===== src/rtl/lif_tdm_scheduler.sv =====
// Four time-multiplexed leaky integrate-and-fire neurons sharing one update unit.
// Optional refractory behaviour is enabled by defining LIF_TDM_REFRACTORY_EN.
module lif_tdm_scheduler #(
    parameter int unsigned THRESHOLD = 200
) (
    input  logic       clk,
    input  logic       rst,
    input  logic       in_valid,
    output logic       in_ready,
    input  logic [7:0] cur_a,
    input  logic [7:0] cur_b,
    output logic       out_valid,
    output logic [3:0] spikes,
    input  logic [1:0] state_sel,
    output logic [7:0] state_out,
    output logic [7:0] spike_count
);

    localparam logic [7:0] Thresh = 8'(THRESHOLD);

    typedef enum logic [1:0] {
        StIdle,
        StSlot,
        StDone
    } state_e;

    state_e      state_q, state_d;
    logic [1:0]  slot_q, slot_d;
    logic [7:0]  mem_q [4];
    logic [3:0]  spikes_q;
    logic [7:0]  count_q;
    logic [7:0]  cur_a_q, cur_b_q;

    logic        accept;
    logic        upd_en;
    logic [7:0]  upd_cur;
    logic [7:0]  upd_prior;
    logic        upd_fire;
    logic signed [9:0] upd_sum;
    logic [7:0]  upd_state;
    logic        upd_spike;

`ifdef LIF_TDM_REFRACTORY_EN
    logic [3:0]  refr_q;
`endif

    // Control FSM: one idle cycle, four update slots, one completion cycle.
    always_comb begin
        state_d   = state_q;
        slot_d    = slot_q;
        in_ready  = 1'b0;
        out_valid = 1'b0;
        accept    = 1'b0;
        upd_en    = 1'b0;
        unique case (state_q)
            StIdle: begin
                in_ready = 1'b1;
                if (in_valid) begin
                    accept  = 1'b1;
                    state_d = StSlot;
                    slot_d  = 2'd0;
                end
            end
            StSlot: begin
                upd_en = 1'b1;
                if (slot_q == 2'd3) begin
                    state_d = StDone;
                    slot_d  = 2'd0;
                end else begin
                    slot_d = slot_q + 2'd1;
                end
            end
            StDone: begin
                out_valid = 1'b1;
                state_d   = StIdle;
            end
            default: begin
                state_d = StIdle;
                slot_d  = 2'd0;
            end
        endcase
    end

    // Odd neurons are driven by the freshly written state of their even partner.
    always_comb begin
        upd_cur = cur_a_q;
        unique case (slot_q)
            2'd0: upd_cur = cur_a_q;
            2'd1: upd_cur = mem_q[0];
            2'd2: upd_cur = cur_b_q;
            2'd3: upd_cur = mem_q[2];
            default: upd_cur = cur_a_q;
        endcase
    end

    always_comb begin
        upd_prior = mem_q[slot_q];
        upd_fire  = (upd_prior >= Thresh);
        upd_sum   = $signed({2'b00, upd_cur}) + $signed({3'b000, upd_prior[7:1]})
                  - (upd_fire ? $signed({2'b00, Thresh}) : 10'sd0);
        if (upd_sum < 10'sd0) begin
            upd_state = 8'd0;
        end else if (upd_sum > 10'sd255) begin
            upd_state = 8'd255;
        end else begin
            upd_state = upd_sum[7:0];
        end
        upd_spike = upd_fire;
`ifdef LIF_TDM_REFRACTORY_EN
        if (refr_q[slot_q]) begin
            upd_state = 8'd0;
            upd_spike = 1'b0;
        end
`endif
    end

    always_ff @(posedge clk) begin
        if (rst) begin
            state_q  <= StIdle;
            slot_q   <= 2'd0;
            spikes_q <= 4'b0000;
            count_q  <= 8'd0;
            cur_a_q  <= 8'd0;
            cur_b_q  <= 8'd0;
            for (int i = 0; i < 4; i++) begin
                mem_q[i] <= 8'd0;
            end
`ifdef LIF_TDM_REFRACTORY_EN
            refr_q <= 4'b0000;
`endif
        end else begin
            state_q <= state_d;
            slot_q  <= slot_d;
            if (accept) begin
                cur_a_q <= cur_a;
                cur_b_q <= cur_b;
            end
            if (upd_en) begin
                mem_q[slot_q]    <= upd_state;
                spikes_q[slot_q] <= upd_spike;
                count_q          <= count_q + {7'd0, upd_spike};
`ifdef LIF_TDM_REFRACTORY_EN
                refr_q[slot_q]   <= upd_spike;
`endif
            end
        end
    end

    assign spikes      = spikes_q;
    assign spike_count = count_q;
    assign state_out   = mem_q[state_sel];

endmodule

===== config.mk =====
export PLATFORM = sky130hd
export DESIGN_NAME = lif_tdm_scheduler
export DESIGN_NICKNAME = d
export VERILOG_FILES = /design/src/rtl/lif_tdm_scheduler.sv
export SDC_FILE = /design/constraint.sdc
export NUM_CORES = 1
export LEC_CHECK = 0
export BUFFER_PORTS_ARGS = -buffer_cell sky130_fd_sc_hd__buf_2
export CAP_MARGIN = 5
export CORE_ASPECT_RATIO = 1.4
export CORE_MARGIN = 2
export CORE_UTILIZATION = 46
export CTS_CLUSTER_SIZE = 24
export DETAILED_ROUTE_END_ITERATION = 10
export PLACE_DENSITY = 0.65
export RECOVER_POWER = 50
export REMOVE_ABC_BUFFERS = 1
export SYNTH_ARGS = -nofsm -noshare
export SYNTH_HDL_FRONTEND = slang
export SYNTH_SLANG_ARGS = --single-unit

===== constraint.sdc =====
create_clock -name clk -period 9.6 [get_ports clk]
set_input_delay 0.48 -clock clk [delete_from_list [all_inputs] [get_ports clk]]
set_output_delay 0.48 -clock clk [all_outputs]
set_load 0.005 [all_outputs]

* Word level (Yosys, flattened, before mapping)
Memories as Yosys holds them, arrays and structs flattened. A register that Yosys moved wholly into a read port is not among the register bits.
Cells that the tools add are included.
Widths: inputs -> output; s select.
** Word-level totals
- Register bits :: 32
- Memories :: 1
- Logic and storage cells :: 58
- Memory bits (writable) :: 32
- Output and inout port bits :: 22
** Memories
- mem_q :: words 4, bits a word 8, read ports 4, clocked after memory_dff 1, wr ports 4, RTL line 29 : logic [7:0] mem_q [4];
** Cells by class
- Add/sub/neg operators :: 4
- $lt $le $gt $ge :: 5
- Reductions and logical operators :: 6
- Multiplexer cells :: 28
- Bitwise gates (word level) :: 1
- Eq/ne operators :: 7
** Operators with widths (number)
- $mux 8 :: 4
- $pmux 8 s4 :: 1
- $mux 2 :: 7
- $mux 1 :: 12
- $gt 10x9->1 const B :: 1
- $lt 10x1->1 const B :: 1
- $sub 9x8->10 :: 1
- $add 8x7->9 :: 1
- $add 8x1->8 :: 1
- $ge 8x8->1 const B :: 1
- $reduce_or 8->1 :: 1
- $eq 2x2->1 const B :: 3
- $pmux 2 s3 :: 1
- $bwmux 4 :: 1
- $eq 2x1->1 const B :: 2
- $logic_not 2->1 :: 2
- $ne 2x2->1 const B :: 2
- $pmux 2 s2 :: 1
- $reduce_and 2->1 :: 2
- $lt 2x3->1 const B :: 1
- $add 2x1->2 const B :: 1
- $demux 1 s2 :: 1
- $ge 2x1->1 const B :: 1
- $logic_and 1x1->1 :: 1
- $not 1->1 :: 1

* Logic depth before layout (Yosys ltp)
- Depth after elaboration :: 8
- Mapped depth :: 16
- Mapped depth without buffers :: 14

* Least setup slack after synthesis
OpenSTA, ideal clock, no wires.
- Path type :: reg-to-reg
- Start point :: reg (tool-made name)
- End point :: mem mem_q[0][0], data pin
- Arrival time :: 3.639 ns
- Slack :: 5.695 ns
- Cell stages (with the launch flop) :: 16
- Path through :: dfxtp_1 -> buf_6 -> mux4_2 -> o311a_4 -> clkinv_2 -> buf_6 -> xnor2_1 -> ha_1 -> o21bai_1 -> fa_1 -> nor2b_1 -> inv_1 -> mux2_2 -> nand2_1 -> clkbuf_1 -> a21oi_1
** RTL lines (RTL line)
- to (decl) :: 29

==> results.txt <==
----------------------------------------------------
[Min path]
  Worst hold path startpoint ... cur_a[0]
  WHS Path Cells ... 3
  HP Class ... input pin to flip-flop

[Pwr]
  Lkg Pwr ... 1.588 nW
  Switching power ... 307.3 uW
  Part of the total power dissipated in combinational logic ... 0.345
  VDD IR max ... 0.09229 mV
  Reg power frac ... 0.401
  Internal cell power ... 509.5 uW
  Net Sw Frac ... 0.3762
  Pwr dens ... 198.2 nW/um^2
  Clk network pwr share ... 0.254
  Total power ... 816.8 uW

[Logic synthesis]
  Share of flip-flops with an asynchronous set or reset ... 0
  Main combinational cell family by area after synthesis ... compound AO/OA/AOI/OAI gates
  Share of the synthesized netlist area taken by xor and xnor gates ... 0.02600
  Share of the synthesized area in compound gates (AO/OA/AOI/OAI) ... 0.1662
  Area leader, netlist ... edfxtp_1
  Fraction of synthesized cell area taken by the top area cell type ... 0.2594
  Multiplexer share of the synthesized area ... 0.09422
  Number of enable-type register cells in the synthesized netlist ... 32
  Fraction of the mapped netlist area in simple logic gates ... 0.1493
  Yosys warnings ... 0
  Portion of the post-synthesis area used by sequential elements ... 0.4431
  Most instantiated flip-flop cell in the synthesis netlist ... dfxtp_1
  Netlist area before placement ... 3705 sq um
  Post-synthesis cell count ... 377
  Adder-Cell Fraction of Synth Area ... 0.07633
  Top cells by area in the synthesized netlist ... edfxtp_1 26%, dfxtp_1 18%, mux4_2 9.1%
  Mean instance size in the synthesized netlist ... 9.827 sq um
  Synth cell types ... 46
  Number of synthesized register bits ... 66

[Flow run]
  Max-cap violations ... 0

[Clock tree]
  Cts bufs inserted ... 9
  Clk Latency, worst-skew pair ... 0.35 ns
  CTS tree ... done
  Number of buffers added for setup after CTS ... 0
  CTS hold repair buffers ... 0
  Number of H-tree levels ... 3
  CTS sink cnt ... 66
  Clock input transition at the sequential cells of the worst setup and hold paths ... 0.07 ns
  Cell at the root of the clock tree ... clkbuf_8
  PostCTS Resize Cnt ... 0
  Clk buf depth ... 2

[Global route]
  Number of antenna violations at the first check in global routing ... 0
  Sum of overflow across all layers after global routing ... 0
  Busiest metal layer after global routing ... met2
  Pin count of the biggest net entering global routing ... 39
  Global-route track usage on met3 ... 0.03583
  Met1 Track Usage GR ... 0.2442
  Number of global-route vias before repair ... 2,856
  Met2 track demand over resource ... 0.3860
  Global router's overall resource usage ... 0.2133
  Wire length of the first global-routing pass ... 14.03 mm

[Placed design]
  Placement-stage worst setup slack ... 5.028 ns
  DPL Wire Length ... 6.899 mm
  RD Place Congestion ... 0.8844
  Port Buffer Count ... 42

[Detailed routing]
  Number of nets with antenna violations after detailed routing ... 0
  Average vias per placed instance ... 5.743
  Average wire length per cell after detail routing ... 16.97 um
  DRC violation total after the first TritonRoute iteration ... 168
  Remaining DRCs ... 0
  Via count ... 2,969
  Aggregate routed wire length ... 8.773 mm
  Number of detailed-route iterations in the first pass ... 5

[Finish]
  Share of final-layout standard cells stronger than drive strength 1 ... 0.1751
  Leading cell type in the layout, fill and taps excluded ... nand2_1
  Highest-count cells in the layout ignoring fill and taps ... 57 x nand2_1, 48 x a21oi_1, 38 x nor2_1, 34 x dfxtp_1, 32 x edfxtp_1
  Number of antenna repair diodes ... 0
  Final Net Count ... 455
  Layout overhead on the synthesized area ... 11.25%
  Final-layout fill cell count ... 728

[STA]
  Fmax ... 0.2186 GHz
  Slew headroom ... 0.4411
  Hold violation count in the final report ... 0
  Shortest period the worst path allows ... 4.575 ns
  Final setup margin ... 5.025 ns
  RSZ-0062 raised after global routing ... false
  Slew @ Worst Pin ... 0.8379 ns
  Final number of max-transition violations ... 0
  Largest clock skew in the final design ... 0.006808 ns
  Final-report setup violation count ... 0
  Final clock period utilization by the worst path ... 0.4766
  Final TNS setup ... 0 ns
  Post-route worst hold slack ... 0.3615 ns

[Critical path]
  Sequence of cells on the critical path ... mux4_2, o311a_4, clkinv_2, xnor2_1, ha_1, o21bai_1, fa_1, nor2b_1, inv_1, mux2_2, nand2_1, a21oi_1
  Total stage count of the critical path ... 12
  Critical path class ... flip-flop to flip-flop
  Type of origin of the critical path ... flip-flop
  Required arrival time at the worst endpoint ... 9.67 ns
  Crit path capture type ... flip-flop
  Peak per-stage delay on the critical path ... 0.62 ns
  Crit path buffers/inverters ... 2
  CP arrival ... 4.64 ns
  Family with the most delay on the worst path ... multiplexers
  Maximum fanout along the worst path ... 20
  Number of cells on the worst reg-to-reg path ... 12
  Critical-path top delay cell ... dfxtp_1

[Outcome]
  Outcome ... finished clean

[Die]
  FP Rows ... 38
  Top-level I/O count ... 43
  Initial standard-cell utilization of the core ... 0.4751
  Die outline area ... 8798 sq um
  Die width ... 79.85 um
  Height of the chip ... 110.2 um
  Placeable core region ... 7797 sq um

----------------------------------------------------
state kept, by name, summed over array words and instances (netlist names), named ones only:
name / flops
cur_a_q: 8
state_q: 2
cur_b_q: 8
slot_q: 2
spikes: 4
mem_q: 32
spike_count: 8
power by group through the flow:
| stage | clock [mW] | sequential [mW] | combinational [mW] |
|---|---|---|---|
| after floorplan | 0 | 0.328 | 0.206 |
| final | 0.208 | 0.328 | 0.281 |
| after detailed placement | 0 | 0.334 | 0.280 |
| after global placement | 0 | 0.333 | 0.275 |
| after global routing | 0.223 | 0.329 | 0.313 |
| after CTS | 0.211 | 0.327 | 0.281 |
final cells by class:
type,count,area [sq um],share of cell area
clock buffers,9,123.9,0.03005
clock inverters,7,53.80,0.01305
inverters,21,80.08,0.01943
multi-input cells,271,1897,0.4602
flip-flops and latches,66,1642,0.3983
well taps,100,125.1,0.03036
repair buffers,43,200.2,0.04857
final timing paths:
| kind | to | slack (ns) |
|---|---|---|
| min | cur_a_q[0]$_SDFFE_PP0P_ | 0.36 |
| max | mem_q[0][5]$_SDFFCE_PN0P_ | 5.02 |
| min reg2reg | cur_a_q[2]$_SDFFE_PP0P_ | 0.46 |
| max reg2reg | mem_q[0][5]$_SDFFCE_PN0P_ | 5.02 |
worst register-to-register path: cells and delay by family, from the launching register on:
kind	cells	cell delay, ns
AOI/OAI and AO/OA	3	0.75
xor gates and xnor gates	1	0.11
adders and majority gates	2	0.77
buffers and inverters	2	0.28
DFF	1	0.62
muxes	2	0.89
and+or+nand+nor	2	0.88
stage by stage:
stage | util | instance area (sq um) | cells
floorplan | - | 3618 | 358
CTS | 0.5308 | 4139 | 517
global route | 0.5286 | 4121 | 517
finish | 0.5286 | 4121 | 517
global placement | 0.5080 | 3961 | 501
detailed placement | 0.5080 | 3961 | 501
per-layer routing:
metal | part of all wire | vias up
met5 | 0 | -
met4 | 0.026 | 0
met3 | 0.045 | 17
met2 | 0.52 | 105
met1 | 0.41 | 1408
li1 | - | 1439
synthesized netlist by cell type (2+ instances only):
cell type,instances
a211oi_1,2
nor3_1,8
nand3_1,4
xor2_1,4
dfxtp_1,34
a21oi_1,48
inv_1,20
nor2b_1,2
nand2_1,57
ha_1,21
edfxtp_1,32
clkbuf_1,14
nand2b_1,5
a21oi_2,6
a222oi_1,8
nand4_1,6
o21ai_0,7
buf_6,2
o21ai_1,3
nor2_1,38
xnor2_1,7
buf_1,3
or2_1,3
o31ai_1,3
mux4_2,15
a21o_1,3
nand4b_1,2
o21ai_2,2
cell families (layout without fill, tap and decap cells):
kind of cell / count (synthesis) / after routing
simple gates: 128 / 128
flops: 66 / 66
xor+xnor: 11 / 11
fa+ha+maj: 22 / 22
buf+inv: 40 / 80
compound gates: 94 / 94
mux: 16 / 16
Power figures use the tool's default switching activity.
